--- config.mk ---
export PLATFORM = sky130hd
export DESIGN_NAME = pwm_ctrl_flat
export DESIGN_NICKNAME = d
export VERILOG_FILES = /design/src/rtl/pwm_pkg.sv /design/src/rtl/pwm_ctrl_if.sv /design/src/rtl/pwm_tick_gen.sv /design/src/rtl/pwm_ctrl.sv /design/src/flat_wrapper.sv
export SDC_FILE = /design/constraint.sdc
export NUM_CORES = 1
export LEC_CHECK = 0
export CORE_MARGIN = 2
export CORE_UTILIZATION = 40
export DETAILED_ROUTE_END_ITERATION = 8
export PLACE_DENSITY_LB_ADDON = 0.2
export SLEW_MARGIN = 10
export SYNTH_ARGS = -nofsm -noshare
export SYNTH_HDL_FRONTEND = slang
export SYNTH_SLANG_ARGS = --single-unit
--- constraint.sdc ---
create_clock -name clk -period 5.3 [get_ports clk]
set_input_delay 1.06 -clock clk [delete_from_list [all_inputs] [get_ports clk]]
set_output_delay 1.06 -clock clk [all_outputs]
set_load 0.02 [all_outputs]
--- src/rtl/pwm_pkg.sv ---
// pwm_pkg: shared FSM encoding, default widths and helpers for the PWM channel
// Contents: state_t with IDLE/RUN/DRAIN, default BITS/PRE_BITS, pwm_active() state decode.
package pwm_pkg;
  typedef logic [1:0] state_t;
  localparam state_t IDLE = 2'd0;
  localparam state_t RUN = 2'd1;
  localparam state_t DRAIN = 2'd2;
  localparam int DEF_BITS = 8;
  localparam int DEF_PRE_BITS = 4;
  function automatic logic pwm_active(state_t s);
    return s != IDLE;
  endfunction
endpackage

--- src/rtl/pwm_ctrl_if.sv ---
// pwm_ctrl_if: config offer/accept handshake between the CPU side and the PWM channel
// Signals: cfg_valid/cfg_ready handshake; cfg_period, cfg_duty, cfg_prescale, cfg_oneshot payload.
// Modports: master drives the offer, slave (pwm_ctrl) returns cfg_ready.
interface pwm_ctrl_if import pwm_pkg::*; #(
  parameter int BITS = DEF_BITS,
  parameter int PRE_BITS = DEF_PRE_BITS
);
  logic cfg_valid;
  logic cfg_ready;
  logic [BITS-1:0] cfg_period;
  logic [BITS-1:0] cfg_duty;
  logic [PRE_BITS-1:0] cfg_prescale;
  logic cfg_oneshot;
  modport master (
    output cfg_valid, cfg_period, cfg_duty, cfg_prescale, cfg_oneshot,
    input cfg_ready
  );
  modport slave (
    input cfg_valid, cfg_period, cfg_duty, cfg_prescale, cfg_oneshot,
    output cfg_ready
  );
endinterface

--- src/rtl/pwm_tick_gen.sv ---
// pwm_tick_gen: prescaler counting 0..reload while enabled, pulsing tick on the terminal count
// Ports: clk, rst (async, active-high); en counts; clr forces the count to 0; reload terminal count; tick pulse.
module pwm_tick_gen import pwm_pkg::*; #(
  parameter int PRE_BITS = DEF_PRE_BITS
) (
  input  logic clk,
  input  logic rst,
  input  logic en,
  input  logic clr,
  input  logic [PRE_BITS-1:0] reload,
  output logic tick
);
  logic [PRE_BITS-1:0] cnt;
  assign tick = en && cnt == reload;
  always_ff @(posedge clk or posedge rst)
    if (rst) cnt <= '0;
    else if (clr) cnt <= '0;
    else if (en) cnt <= tick ? '0 : cnt + PRE_BITS'(1);
endmodule

--- src/rtl/pwm_ctrl.sv ---
// pwm_ctrl: single-channel PWM sequencer with double-buffered config landing on period boundaries
// Ports: clk, rst (async, active-high); start/stop run control; cfg (pwm_ctrl_if.slave) config handshake;
//        pwm_out registered waveform; busy (not IDLE); tick prescaler pulse; period_done end-of-period pulse.
// Macro PWM_POLARITY_EN adds input pol, XORed into pwm_out so the idle level follows pol.
module pwm_ctrl import pwm_pkg::*; #(
  parameter int BITS = DEF_BITS,
  parameter int PRE_BITS = DEF_PRE_BITS
) (
  input  logic clk,
  input  logic rst,
  input  logic start,
  input  logic stop,
`ifdef PWM_POLARITY_EN
  input  logic pol,
`endif
  pwm_ctrl_if.slave cfg,
  output logic pwm_out,
  output logic busy,
  output logic tick,
  output logic period_done
);
  state_t state, state_nxt;
  logic pend, sh_oneshot, act_oneshot, go, copy, to_idle, pol_lvl;
  logic [BITS-1:0] sh_period, sh_duty, act_period, act_duty, cnt;
  logic [PRE_BITS-1:0] sh_pre, act_pre;
`ifdef PWM_POLARITY_EN
  assign pol_lvl = pol;
`else
  assign pol_lvl = 1'b0;
`endif
  assign busy = pwm_active(state);
  assign cfg.cfg_ready = !pend;
  assign period_done = tick && cnt == act_period;
  assign go = state == IDLE && start && !stop;
  // transfer needs !pend and copy needs pend, so the two never collide on pend
  assign copy = pend && (go || period_done);
  assign to_idle = busy && state_nxt == IDLE;
  always_comb
    state_nxt = state == IDLE  ? (go ? RUN : IDLE) :
                state == RUN   ? (period_done && (stop || act_oneshot) ? IDLE : stop ? DRAIN : RUN) :
                state == DRAIN ? (period_done ? IDLE : DRAIN) : IDLE;
  pwm_tick_gen #(.PRE_BITS(PRE_BITS)) u_tick (
    .clk(clk),
    .rst(rst),
    .en(busy),
    .clr(to_idle),
    .reload(act_pre),
    .tick(tick)
  );
  always_ff @(posedge clk or posedge rst)
    if (rst) state <= IDLE;
    else state <= state_nxt;
  always_ff @(posedge clk or posedge rst)
    if (rst) begin
      pend <= 1'b0;
      sh_period <= '0;
      sh_duty <= '0;
      sh_pre <= '0;
      sh_oneshot <= 1'b0;
      act_period <= '0;
      act_duty <= '0;
      act_pre <= '0;
      act_oneshot <= 1'b0;
    end else begin
      if (cfg.cfg_valid && !pend) begin
        sh_period <= cfg.cfg_period;
        sh_duty <= cfg.cfg_duty;
        sh_pre <= cfg.cfg_prescale;
        sh_oneshot <= cfg.cfg_oneshot;
        pend <= 1'b1;
      end
      if (copy) begin
        act_period <= sh_period;
        act_duty <= sh_duty;
        act_pre <= sh_pre;
        act_oneshot <= sh_oneshot;
        pend <= 1'b0;
      end
    end
  always_ff @(posedge clk or posedge rst)
    if (rst) cnt <= '0;
    else if (to_idle) cnt <= '0;
    else if (tick) cnt <= period_done ? '0 : cnt + BITS'(1);
  always_ff @(posedge clk or posedge rst)
    if (rst) pwm_out <= 1'b0;
    else pwm_out <= pol_lvl ^ (busy && cnt < act_duty);
endmodule

--- src/flat_wrapper.sv ---
// flat-port wrapper written by rule: the top's interface ports become plain ports
module pwm_ctrl_flat import pwm_pkg::*;
#(
  parameter int BITS = DEF_BITS,
  parameter int PRE_BITS = DEF_PRE_BITS
)
  (clk, rst, start, stop, pwm_out, busy, tick, period_done, cfg_cfg_valid, cfg_cfg_period, cfg_cfg_duty, cfg_cfg_prescale, cfg_cfg_oneshot, cfg_cfg_ready);
  pwm_ctrl_if #(.BITS(BITS), .PRE_BITS(PRE_BITS)) cfg_i ();
  input  logic clk;
  input  logic rst;
  input  logic start;
  input  logic stop;
  output logic pwm_out;
  output logic busy;
  output logic tick;
  output logic period_done;
  input wire logic [$bits(cfg_i.cfg_valid)-1:0] cfg_cfg_valid;
  input wire logic [$bits(cfg_i.cfg_period)-1:0] cfg_cfg_period;
  input wire logic [$bits(cfg_i.cfg_duty)-1:0] cfg_cfg_duty;
  input wire logic [$bits(cfg_i.cfg_prescale)-1:0] cfg_cfg_prescale;
  input wire logic [$bits(cfg_i.cfg_oneshot)-1:0] cfg_cfg_oneshot;
  output wire logic [$bits(cfg_i.cfg_ready)-1:0] cfg_cfg_ready;
  assign cfg_i.cfg_valid = cfg_cfg_valid;
  assign cfg_i.cfg_period = cfg_cfg_period;
  assign cfg_i.cfg_duty = cfg_cfg_duty;
  assign cfg_i.cfg_prescale = cfg_cfg_prescale;
  assign cfg_i.cfg_oneshot = cfg_cfg_oneshot;
  assign cfg_cfg_ready = cfg_i.cfg_ready;
  pwm_ctrl #(.BITS(BITS), .PRE_BITS(PRE_BITS)) u_core (.clk(clk), .rst(rst), .start(start), .stop(stop), .cfg(cfg_i), .pwm_out(pwm_out), .busy(busy), .tick(tick), .period_done(period_done));
endmodule
# ---- Yosys cells after proc, flatten, opt, wreduce, memory -nomap -nowiden
# Index checks and enable logic that the tools add are counted.
dict set report word_totals {
  register_bits 58
  out_inout_bits 5
  wordCells 54
  input_bits 26
}
dict set report op_classes {
  magnitude_cmp 1
  n_eq_ne 4
  muxes 15
  reduce_logical 19
  add_sub_neg 2
}
# cell n
set ops {}
lappend ops {{8-bit two-way mux} 3}
lappend ops {{2-bit two-way mux} 6}
lappend ops {{4-bit two-way mux} 3}
lappend ops {{1-bit logical AND} 9}
lappend ops {{8-bit by 1-bit adder with 8-bit output, second input constant} 1}
lappend ops {{8-bit == test} 1}
lappend ops {{8-bit less-than comparator} 1}
lappend ops {{2-bit nonzero test} 4}
lappend ops {{4-bit by 1-bit adder with 4-bit output, second input constant} 1}
lappend ops {{4-bit == test} 1}
lappend ops {{2-bit logical NOT} 2}
lappend ops {{1-bit two-way mux} 3}
lappend ops {{2-bit by 1-bit == test with 1-bit output, second input constant} 1}
lappend ops {{2-bit == test, second input constant} 1}
lappend ops {{1-bit logical NOT} 2}
lappend ops {{1-bit logical OR} 2}

# ---- Depth between registers and ports, before layout
# Gate-level depths: netlist of the first run.
dict set report depth {
  ltp_word 10
  ltp_mapped 9
  ltp_nobuf 7
}

# ---- Modules after synthesis
# A second synthesis of the first run with hierarchy kept.
dict set report hier_totals {
  hier_cells 215
  hier_area_um2 2786.4
}
# mod cells_each area_each_um2 seq_area_each_um2 n_inst
set modules_own_cells {}
lappend modules_own_cells {pwm_ctrl 187 2532.4 1351.3 1}
lappend modules_own_cells {pwm_tick_gen 28 254.0 100.1 1}

# ---- Least setup slack after synthesis of the first run
# OpenSTA, ideal clock, no wires.
dict set report synth_timing {
  path_kind {register -> output}
  startpoint {reg u_core.cnt[3]}
  endpoint {out period_done}
  arrival_ns 1.483
  path_slack_ns 2.757
  path_stages_with_launch 5
  required_ns 4.240
  n_path_buf 0
  path_cell_list {dfrtp_1 xor2_1 nor4_4 nand2_1 nor2_1}
}
dict set report synth_via {
  elab_chain_cells 2
}
# item line
set synth_rtl {}
lappend synth_rtl {{start, declared} pwm_ctrl.sv:24} ;# logic [BITS-1:0] sh_period, sh_duty, act_period, act_duty, cnt;
lappend synth_rtl {{start signal, assigned} pwm_ctrl.sv:83} ;# else if (tick) cnt <= period_done ? '0 : cnt + BITS'(1);
lappend synth_rtl {{8-bit == test} pwm_ctrl.sv:33} ;# assign period_done = tick && cnt == act_period;
lappend synth_rtl {{1-bit logical AND} pwm_ctrl.sv:33}
lappend synth_rtl {{end, declared} flat_wrapper.sv:16} ;# output logic period_done;
# No other way between the ends.

# ---- Worst setup path after layout of the first run
dict set report layout_timing {
  startpoint {reg u_core.state[1]}
  endpoint {out period_done}
}
dict set report layout_via {
  elab_chain_cells 3
}
# item line
set layout_rtl {}
lappend layout_rtl {{start, declared} pwm_ctrl.sv:22} ;# state_t state, state_nxt;
lappend layout_rtl {{start signal, assigned} pwm_ctrl.sv:52} ;# else state <= state_nxt;
lappend layout_rtl {{2-bit nonzero test} pwm_pkg.sv:11} ;# return s != IDLE;
lappend layout_rtl {{1-bit logical AND} pwm_tick_gen.sv:14} ;# assign tick = en && cnt == reload;
lappend layout_rtl {{1-bit logical AND} pwm_ctrl.sv:33}
# No other way between the ends.

==> results of run 1 <==
-- metrics by stage --
| step | cell area (um^2) | utilization | power [mW] |
|---|---|---|---|
| final | 3390 | 0.499 | 1.81 |
| after global placement | 3200 | 0.471 | 1.42 |
| after CTS | 3390 | 0.499 | 1.84 |
| after detailed placement | 3200 | 0.471 | 1.43 |
| after global routing | 3390 | 0.499 | 1.95 |
| after floorplan | 2820 | - | 1.28 |
-- report_power, final --
| group | switching (mW) | internal, mW |
|---|---|---|
| sequential | 0.150 | 0.641 |
| clock | 0.167 | 0.236 |
| combinational | 0.252 | 0.366 |
-- cell type report --
class / instances / area (um^2) / share of cell area
sequential: 58 / 1450 / 0.428
timing repair buffer: 32 / 315 / 0.0930
multi-input combinational: 136 / 1270 / 0.373
inverter: 12 / 46.3 / 0.0137
tap: 96 / 120 / 0.0354
clock buffer: 11 / 151 / 0.0446
clock inverter: 3 / 40.0 / 0.0118
-- critical path: cells and delay by family (launching register included) --
| family | cells | cell delay (ns) |
|---|---|---|
| AND/OR/NAND/NOR | 4 | 0.91 |
| flip-flops | 1 | 0.55 |
| buffers and inverters | 2 | 0.81 |
-- cell usage in the layout (no fill, tap or decap), types with 6 or more instances in the layout --
cell type,netlist,routed
nor2_1,6,6
inv_1,11,10
mux2_2,22,22
nand2_1,9,9
dfrtp_1,58,58
clkbuf_8,0,11
mux2_4,20,20
xor2_1,10,10
xnor2_1,7,7
o21ai_0,6,6
clkdlybuf4s50_1,0,30
ha_1,9,9
-- sequential cells by signal, summed over array words and instances (netlist names) --
register and flops:
u_core.state 2, u_core.pend 1, u_core.act_duty 8, u_core.sh_oneshot 1
u_core.sh_pre 4, u_core.act_oneshot 1, u_core.act_pre 4, u_core.sh_period 8
u_core.sh_duty 8, u_core.act_period 8, u_core.u_tick.cnt 4, u_core.pwm_out 1
u_core.cnt 8
-- kinds of logic after synthesis --
kind of cell    share of synthesized area
simple gates                       0.0820
flops                               0.514
buf+inv                            0.0381
xor+xnor                           0.0527
compound gates                     0.0789
fa+ha+maj                          0.0399
mux                                 0.194
-- worst paths after layout --
path | from | end | slack, ns | cells after the start
max in group asynchronous | rst | u_core.sh_duty[7] | 3.56 | 3
hold reg to reg | u_core.act_oneshot | u_core.state[0] | 0.47 | 1
setup reg to reg | u_core.cnt[3] | u_core.act_period[2] | 2.78 | 6
setup / recovery | u_core.state[1] | period_done | 1.64 | 6
min in group asynchronous | rst | u_core.sh_period[0] | 1.25 | 3
hold / removal | u_core.act_oneshot | u_core.state[0] | 0.47 | 1
-- routing by layer --
layer	global-route usage	up-vias	wire (um)
met5	0	-	0
met4	0.0713	0	92
met3	0.0452	6	168
met2	0.196	28	2110
met1	0.221	825	2580
li1	-	830	-
==> results.toml, run 1 <==
[synthesis]
synth_edf_count = 0
syn_area_um2 = 2820
yosysMostFrequentCell = "dfrtp_1"
netlist_top_cells_count = "dfrtp_1 (58), mux2_2 (22), mux2_4 (20)"
syn_avg_cell_area_um2 = 13.2
yosysUniqueCellTypes = 42
ys_warn_count = 0
postSynthCellCount = 214
synth_top_cell_area_share = 0.514
postSynth.asyncResetShare = 1.00
mappedNetlistNets = 249
synth_ff_type = "dfrtp_1"
ys_ff_latch = 58
synth_top_cell_by_area = "dfrtp_1"
ys_seq_area_frac = 0.514
synth_area_leaders = "dfrtp_1 (51%), mux2_4 (11%), mux2_2 (8.8%), ha_1 (4.0%), xor2_1 (3.1%)"

[timing]
fmax_mhz = 273
drv_slew = 0
fin_crit_sh = 0.690
tightest_slew_ns = 1.07
relSlewSlack = 0.284
setup_viol = 0
finalClockSkew_ns = 0.00828
layout_setup_ws_ns = 1.64
finalHoldViolCount = 0
setup_tns_ns = 0
whs_ns = 0.473
rsz0062_at_grt = "false"
fin_crit_ns = 3.66

[layout]
areaGrowthSynthToFinish_pct = 20.1
diodes = 0
finalNonFillerCells = 348
final.fill_count = 631
drive_gt1_frac = 0.262
nNetsFinal = 284

[worst_setup_path]
crit_path_cell_trace = "nor2_4 > clkinv_2 > nand2_2 > or2_1 > nor2_1 > clkdlybuf4s50_1"
max_stage_delay_ns = 0.70
arrival_ns = 2.60
path_max_fanout = 9
slowest_stage = "clkdlybuf4s50_1"
crit_path_end_kind = "primary output"
crit_type = "reg2out"
start_kind = "flop"
critPathRequiredTime_ns = 4.24

[routing]
via_count = 1689
firstDrtPassIters = 5
ant_nets = 0
wl_mm = 4.96
wl_per_cell_um = 14.2
drc = 0
dr.first_iter.drc_count = 102
via_per_inst = 4.85

[global_route]
antenna_found_initial = 0
grt_remaining_overflow = 0
grt_max_degree = 59
grt_pass1_vias = 1744
grt_pass1_wl_mm = 8.55
grt_use_total = 0.149

[floorplanning]
initial_utilization = 0.415
die_x_um = 88.0
core_area_um2 = 6790
ioPinCount = 31
dieArea_um2 = 7740
rows = 30
die_h_um = 88.0

[placed_design]
dp_hpwl_mm = 3.38
dp_worst_setup_slack_ns = 2.05
gp_congestion = 0.860
portBuffers = 30
dp.cells = 334

[cts]
cts-root-buf = "clkbuf_8"
ctsHoldBuffers = 0
insertion_delay_ns = 0.34
ctsResizeCount = 0
h-tree-depth = 3
clock_sinks = 58
cts_made_buffers = 9
cts_setup_buffers = 0
cts_tree = "yes"
clockBufferDepth = 2
cts.clk_slew.worst_paths_ns = 0.07

[run]
drv_cap = 0

[power_and_ir_drop]
vdd_ir_drop_max_uv = 260
power_density_nw_per_um2 = 534
leakage_nw = 1.50

[min_path]
hp-class = "reg2reg"

[status]
status = "completed"
No activity file was read; power rests on OpenSTA's default activity.
==> run 2, diff against run 1 <==
==> constraint.sdc (replaced) <==
create_clock -name clk -period 3.8 [get_ports clk]
set_input_delay 0.76 -clock clk [delete_from_list [all_inputs] [get_ports clk]]
set_output_delay 0.76 -clock clk [all_outputs]
set_load 0.02 [all_outputs]
==> results.toml, run 2 (synthesis gave the netlist of run 1 again) <==
[placed_design]
dp_worst_setup_slack_ns = 0.807
gp_congestion = 0.774
dp_hpwl_mm = 3.61
dp.cells = 336
portBuffers = 30

[timing]
fmax_mhz = 298
finalHoldViolCount = 0
fin_crit_ns = 3.36
layout_setup_ws_ns = 0.442
rsz0062_at_grt = "false"
fin_crit_sh = 0.884
tightest_slew_ns = 0.796
drv_slew = 0
setup_viol = 0
finalClockSkew_ns = 0.00956
relSlewSlack = 0.469
setup_tns_ns = 0

[global_route]
antenna_found_initial = 0
grt_pass1_vias = 1722
grt_remaining_overflow = 0
grt_pass1_wl_mm = 8.60
grt_use_total = 0.150
grt_max_degree = 37

[power_and_ir_drop]
clockPowerShare = 0.205
vdd_ir_drop_max_uv = 429
seq_power_share = 0.446
pwr-share-comb = 0.348
power_density_nw_per_um2 = 733
leakage_nw = 1.50
internal_power_mw = 1.68
swShare = 0.326
p_sw_mw = 0.810

[worst_setup_path]
arrival_ns = 2.60
worstRegToRegCells = 7
critPathRequiredTime_ns = 3.04
crit_type = "reg2out"
r2r_setup_slack_ns = 1.07
crit_end = "period_done"
r2r_start = "u_core.state[0]"
start_kind = "flop"
critPathLaunch = "u_core.state[0]"
path_max_fanout = 10
rr_endpoint = "u_core.act_period[2]"
crit_path_end_kind = "primary output"

[cts]
ctsResizeCount = 0
clock_sinks = 58
h-tree-depth = 3
clockBufferDepth = 2
cts_made_buffers = 9
insertion_delay_ns = 0.34
cts-root-buf = "clkbuf_8"
cts.clk_slew.worst_paths_ns = 0.07
ctsHoldBuffers = 0
cts_tree = "yes"
cts_setup_buffers = 0

[status]
status = "completed"

[floorplanning]
die_x_um = 88.0
die_h_um = 88.0
core_area_um2 = 6790
dieArea_um2 = 7740
initial_utilization = 0.415
rows = 30
ioPinCount = 31

[routing]
wl_mm = 5.05
firstDrtPassIters = 4
ant_nets = 0
drc = 0
wl_per_cell_um = 14.3
via_count = 1771
dr.first_iter.drc_count = 69
via_per_inst = 5.03

[min_path]
hp-class = "reg2reg"

[layout]
nNetsFinal = 286
mostFrequentLayoutCells = "dfrtp_1 (58), clkdlybuf4s50_1 (30), mux2_2 (22), mux2_4 (20), clkbuf_8 (11)"
finalNonFillerCells = 352
areaGrowthSynthToFinish_pct = 20.3
diodes = 0
mostFrequentLayoutCell = "dfrtp_1"
drive_gt1_frac = 0.270

[run]
drv_cap = 0
## run 2: layer usage
layer / up-vias / global-route usage / share of wire
met5: - / 0 / 0
met4: 0 / 0.0713 / 0.018
met3: 8 / 0.0424 / 0.032
met2: 29 / 0.216 / 0.45
met1: 891 / 0.208 / 0.50
li1: 843 / - / -
## run 2: worst min path at each step
stage                                   from              end  slack (ns)  depth (start not counted)
after floorplan           u_core.act_oneshot  u_core.state[0]        0.43                          1
after CTS                 u_core.act_oneshot  u_core.state[0]        0.48                          1
after global routing      u_core.act_oneshot  u_core.state[0]        0.51                          1
final                     u_core.act_oneshot  u_core.state[0]        0.48                          1
after detailed placement  u_core.act_oneshot  u_core.state[0]        0.45                          1
after global placement    u_core.act_oneshot  u_core.state[0]        0.46                          1
## run 2: metrics by stage
step,util,hold slack (ns),area [um^2],power [mW]
2_1_floorplan,-,0.426,2820,1.78
3_3_place_gp,0.473,0.459,3210,1.98
3_5_place_dp,0.473,0.447,3210,2.00
4_1_cts,0.500,0.477,3400,2.52
5_1_grt,0.500,0.515,3400,2.66
6_report,0.500,0.477,3400,2.49
## run 2: area by class of cell
cell class | count | area, um^2
inverter | 12 | 46.3
fill | 611 | 3400
timing repair buffer | 34 | 330
tap | 96 | 120
clock inverter | 4 | 26.3
multi-input combinational | 136 | 1270
sequential | 58 | 1450
clock buffer | 12 | 155
## run 2: worst max-delay path, stage by stage, from the launching register on
cell and delay, ns:
dfrtp_1 0.60, nor2_4 0.08, clkinv_2 0.11, nand2_2 0.07, or2_1 0.33, nor2_1 0.37, clkdlybuf4s50_1 0.69
## run 2: power by group through the flow
stage | Combinational, mW | Clock (mW) | Sequential, mW
2_1_floorplan | 0.743 | 0 | 1.04
3_3_place_gp | 0.861 | 0 | 1.12
3_5_place_dp | 0.880 | 0 | 1.12
4_1_cts | 0.882 | 0.528 | 1.11
5_1_grt | 0.958 | 0.554 | 1.15
6_report | 0.867 | 0.512 | 1.11
==> run 3, diff against run 2 <==
--- a/config.mk
+++ b/config.mk
@@ -6,7 +6,7 @@
 export NUM_CORES = 1
 export LEC_CHECK = 0
 export CORE_MARGIN = 2
-export CORE_UTILIZATION = 40
+export CORE_UTILIZATION = 50
 export DETAILED_ROUTE_END_ITERATION = 8
 export PLACE_DENSITY_LB_ADDON = 0.2
 export SLEW_MARGIN = 10
==> results.toml, run 3 (synthesis gave the netlist of run 1 again) <==
[timing]
fmax_mhz = 308
whs_ns = 0.456
setup_viol = 0
fin_crit_sh = 0.855
fin_crit_ns = 3.25
setup_tns_ns = 0
rsz0062_at_grt = "false"
tightest_slew_ns = 0.816
relSlewSlack = 0.455
finalHoldViolCount = 0
drv_slew = 0
finalClockSkew_ns = 0.00896
layout_setup_ws_ns = 0.552

[global_route]
grt_pass1_vias = 1776
grt_max_degree = 41
grt_use_total = 0.183
grt_remaining_overflow = 0
grt_pass1_wl_mm = 8.64
antenna_found_initial = 0

[status]
status = "completed"

[floorplanning]
dieArea_um2 = 6260
core_area_um2 = 5470
ioPinCount = 31
rows = 27
die_x_um = 79.1
die_h_um = 79.1
initial_utilization = 0.516

[min_path]
hp-class = "reg2reg"
hold_path_depth = 1

[placed_design]
dp_hpwl_mm = 3.47
gp_congestion = 0.867
dp_worst_setup_slack_ns = 0.926
portBuffers = 30
dp.cells = 312
placed_area_um2 = 3180

[power_and_ir_drop]
power_mw = 2.45
vdd_ir_drop_max_uv = 429
leakage_nw = 1.50
power_density_nw_per_um2 = 733

[worst_setup_path]
worstRegToRegCells = 6
critPathRequiredTime_ns = 3.04
crit_path_end_kind = "primary output"
arrival_ns = 2.49
start_kind = "flop"
crit_type = "reg2out"
path_max_fanout = 10

[layout]
finalNonFillerCells = 328
mostFrequentLayoutCell = "dfrtp_1"
final.fill_count = 468
drive_gt1_frac = 0.262
diodes = 0
fin_area_um2 = 3350
nNetsFinal = 286
mostFrequentLayoutCells = "dfrtp_1 (58), clkdlybuf4s50_1 (30), mux2_2 (22), mux2_4 (20)"
postLayoutCoreUtil = 0.612
areaGrowthSynthToFinish_pct = 18.6

[routing]
wl_mm = 4.93
via_count = 1703
dr.first_iter.drc_count = 122
drc = 0
via_per_inst = 5.19
firstDrtPassIters = 4
ant_nets = 0
wl_per_cell_um = 15.0

[cts]
cts_setup_buffers = 0
ctsResizeCount = 0
cts_made_buffers = 9
insertion_delay_ns = 0.33
h-tree-depth = 3
clock_sinks = 58
cts-root-buf = "clkbuf_8"
ctsHoldBuffers = 0
cts_tree = "yes"
cts.clk_slew.worst_paths_ns = 0.06
clockBufferDepth = 2

[run]
drv_cap = 0
==> run 3: changes by cell type in the layout (fill, tap and decap cells not counted) <==
cell | before | now
clkbuf_1 | 1 | 3
clkinv_2 | 3 | 4
clkinv_4 | 1 | 0
clkbuf_8 | 11 | 10
clkinvlp_4 | 1 | 0
==> run 3: where the power goes <==
part / leakage (nW) / switching [mW] / internal (mW)
clock network: 0.0872 / 0.228 / 0.251
logic: 0.702 / 0.354 / 0.514
registers: 0.707 / 0.211 / 0.894
==> run 3: per-layer routing <==
metal | share of wire | vias up | GRT usage
met5 | 0 | - | 0
met4 | 0.013 | 0 | 0.0707
met3 | 0.035 | 6 | 0.0545
met2 | 0.46 | 24 | 0.271
met1 | 0.49 | 841 | 0.254
li1 | - | 832 | -
==> run 3: worst max-delay path, cell delays in order (launching register included) <==
cell	delay, ns
dfrtp_1	0.56
nor2_4	0.07
clkinv_2	0.10
nand2_2	0.07
or2_1	0.32
nor2_1	0.35
clkdlybuf4s50_1	0.68
==> run 3: layout make-up <==
type                       count  area, um^2  share of cell area
clock inverter                 3        15.0             0.00448
tap                           72        90.1              0.0269
sequential                    58        1450               0.433
multi-input combinational    136        1270               0.378
inverter                      12        46.3              0.0138
timing repair buffer          34         330              0.0987
clock buffer                  13         149              0.0445
==> run 3: final timing paths <==
path / start / endpoint / slack [ns]
worst max-delay path: u_core.state[0] / period_done / 0.55
worst min-delay path: u_core.act_oneshot / u_core.state[0] / 0.46
worst max register to register: u_core.cnt[2] / u_core.act_period[2] / 1.32
worst min register to register: u_core.act_oneshot / u_core.state[0] / 0.46
max in group asynchronous: rst / u_core.state[1] / 2.23
min in group asynchronous: rst / u_core.sh_duty[4] / 0.90
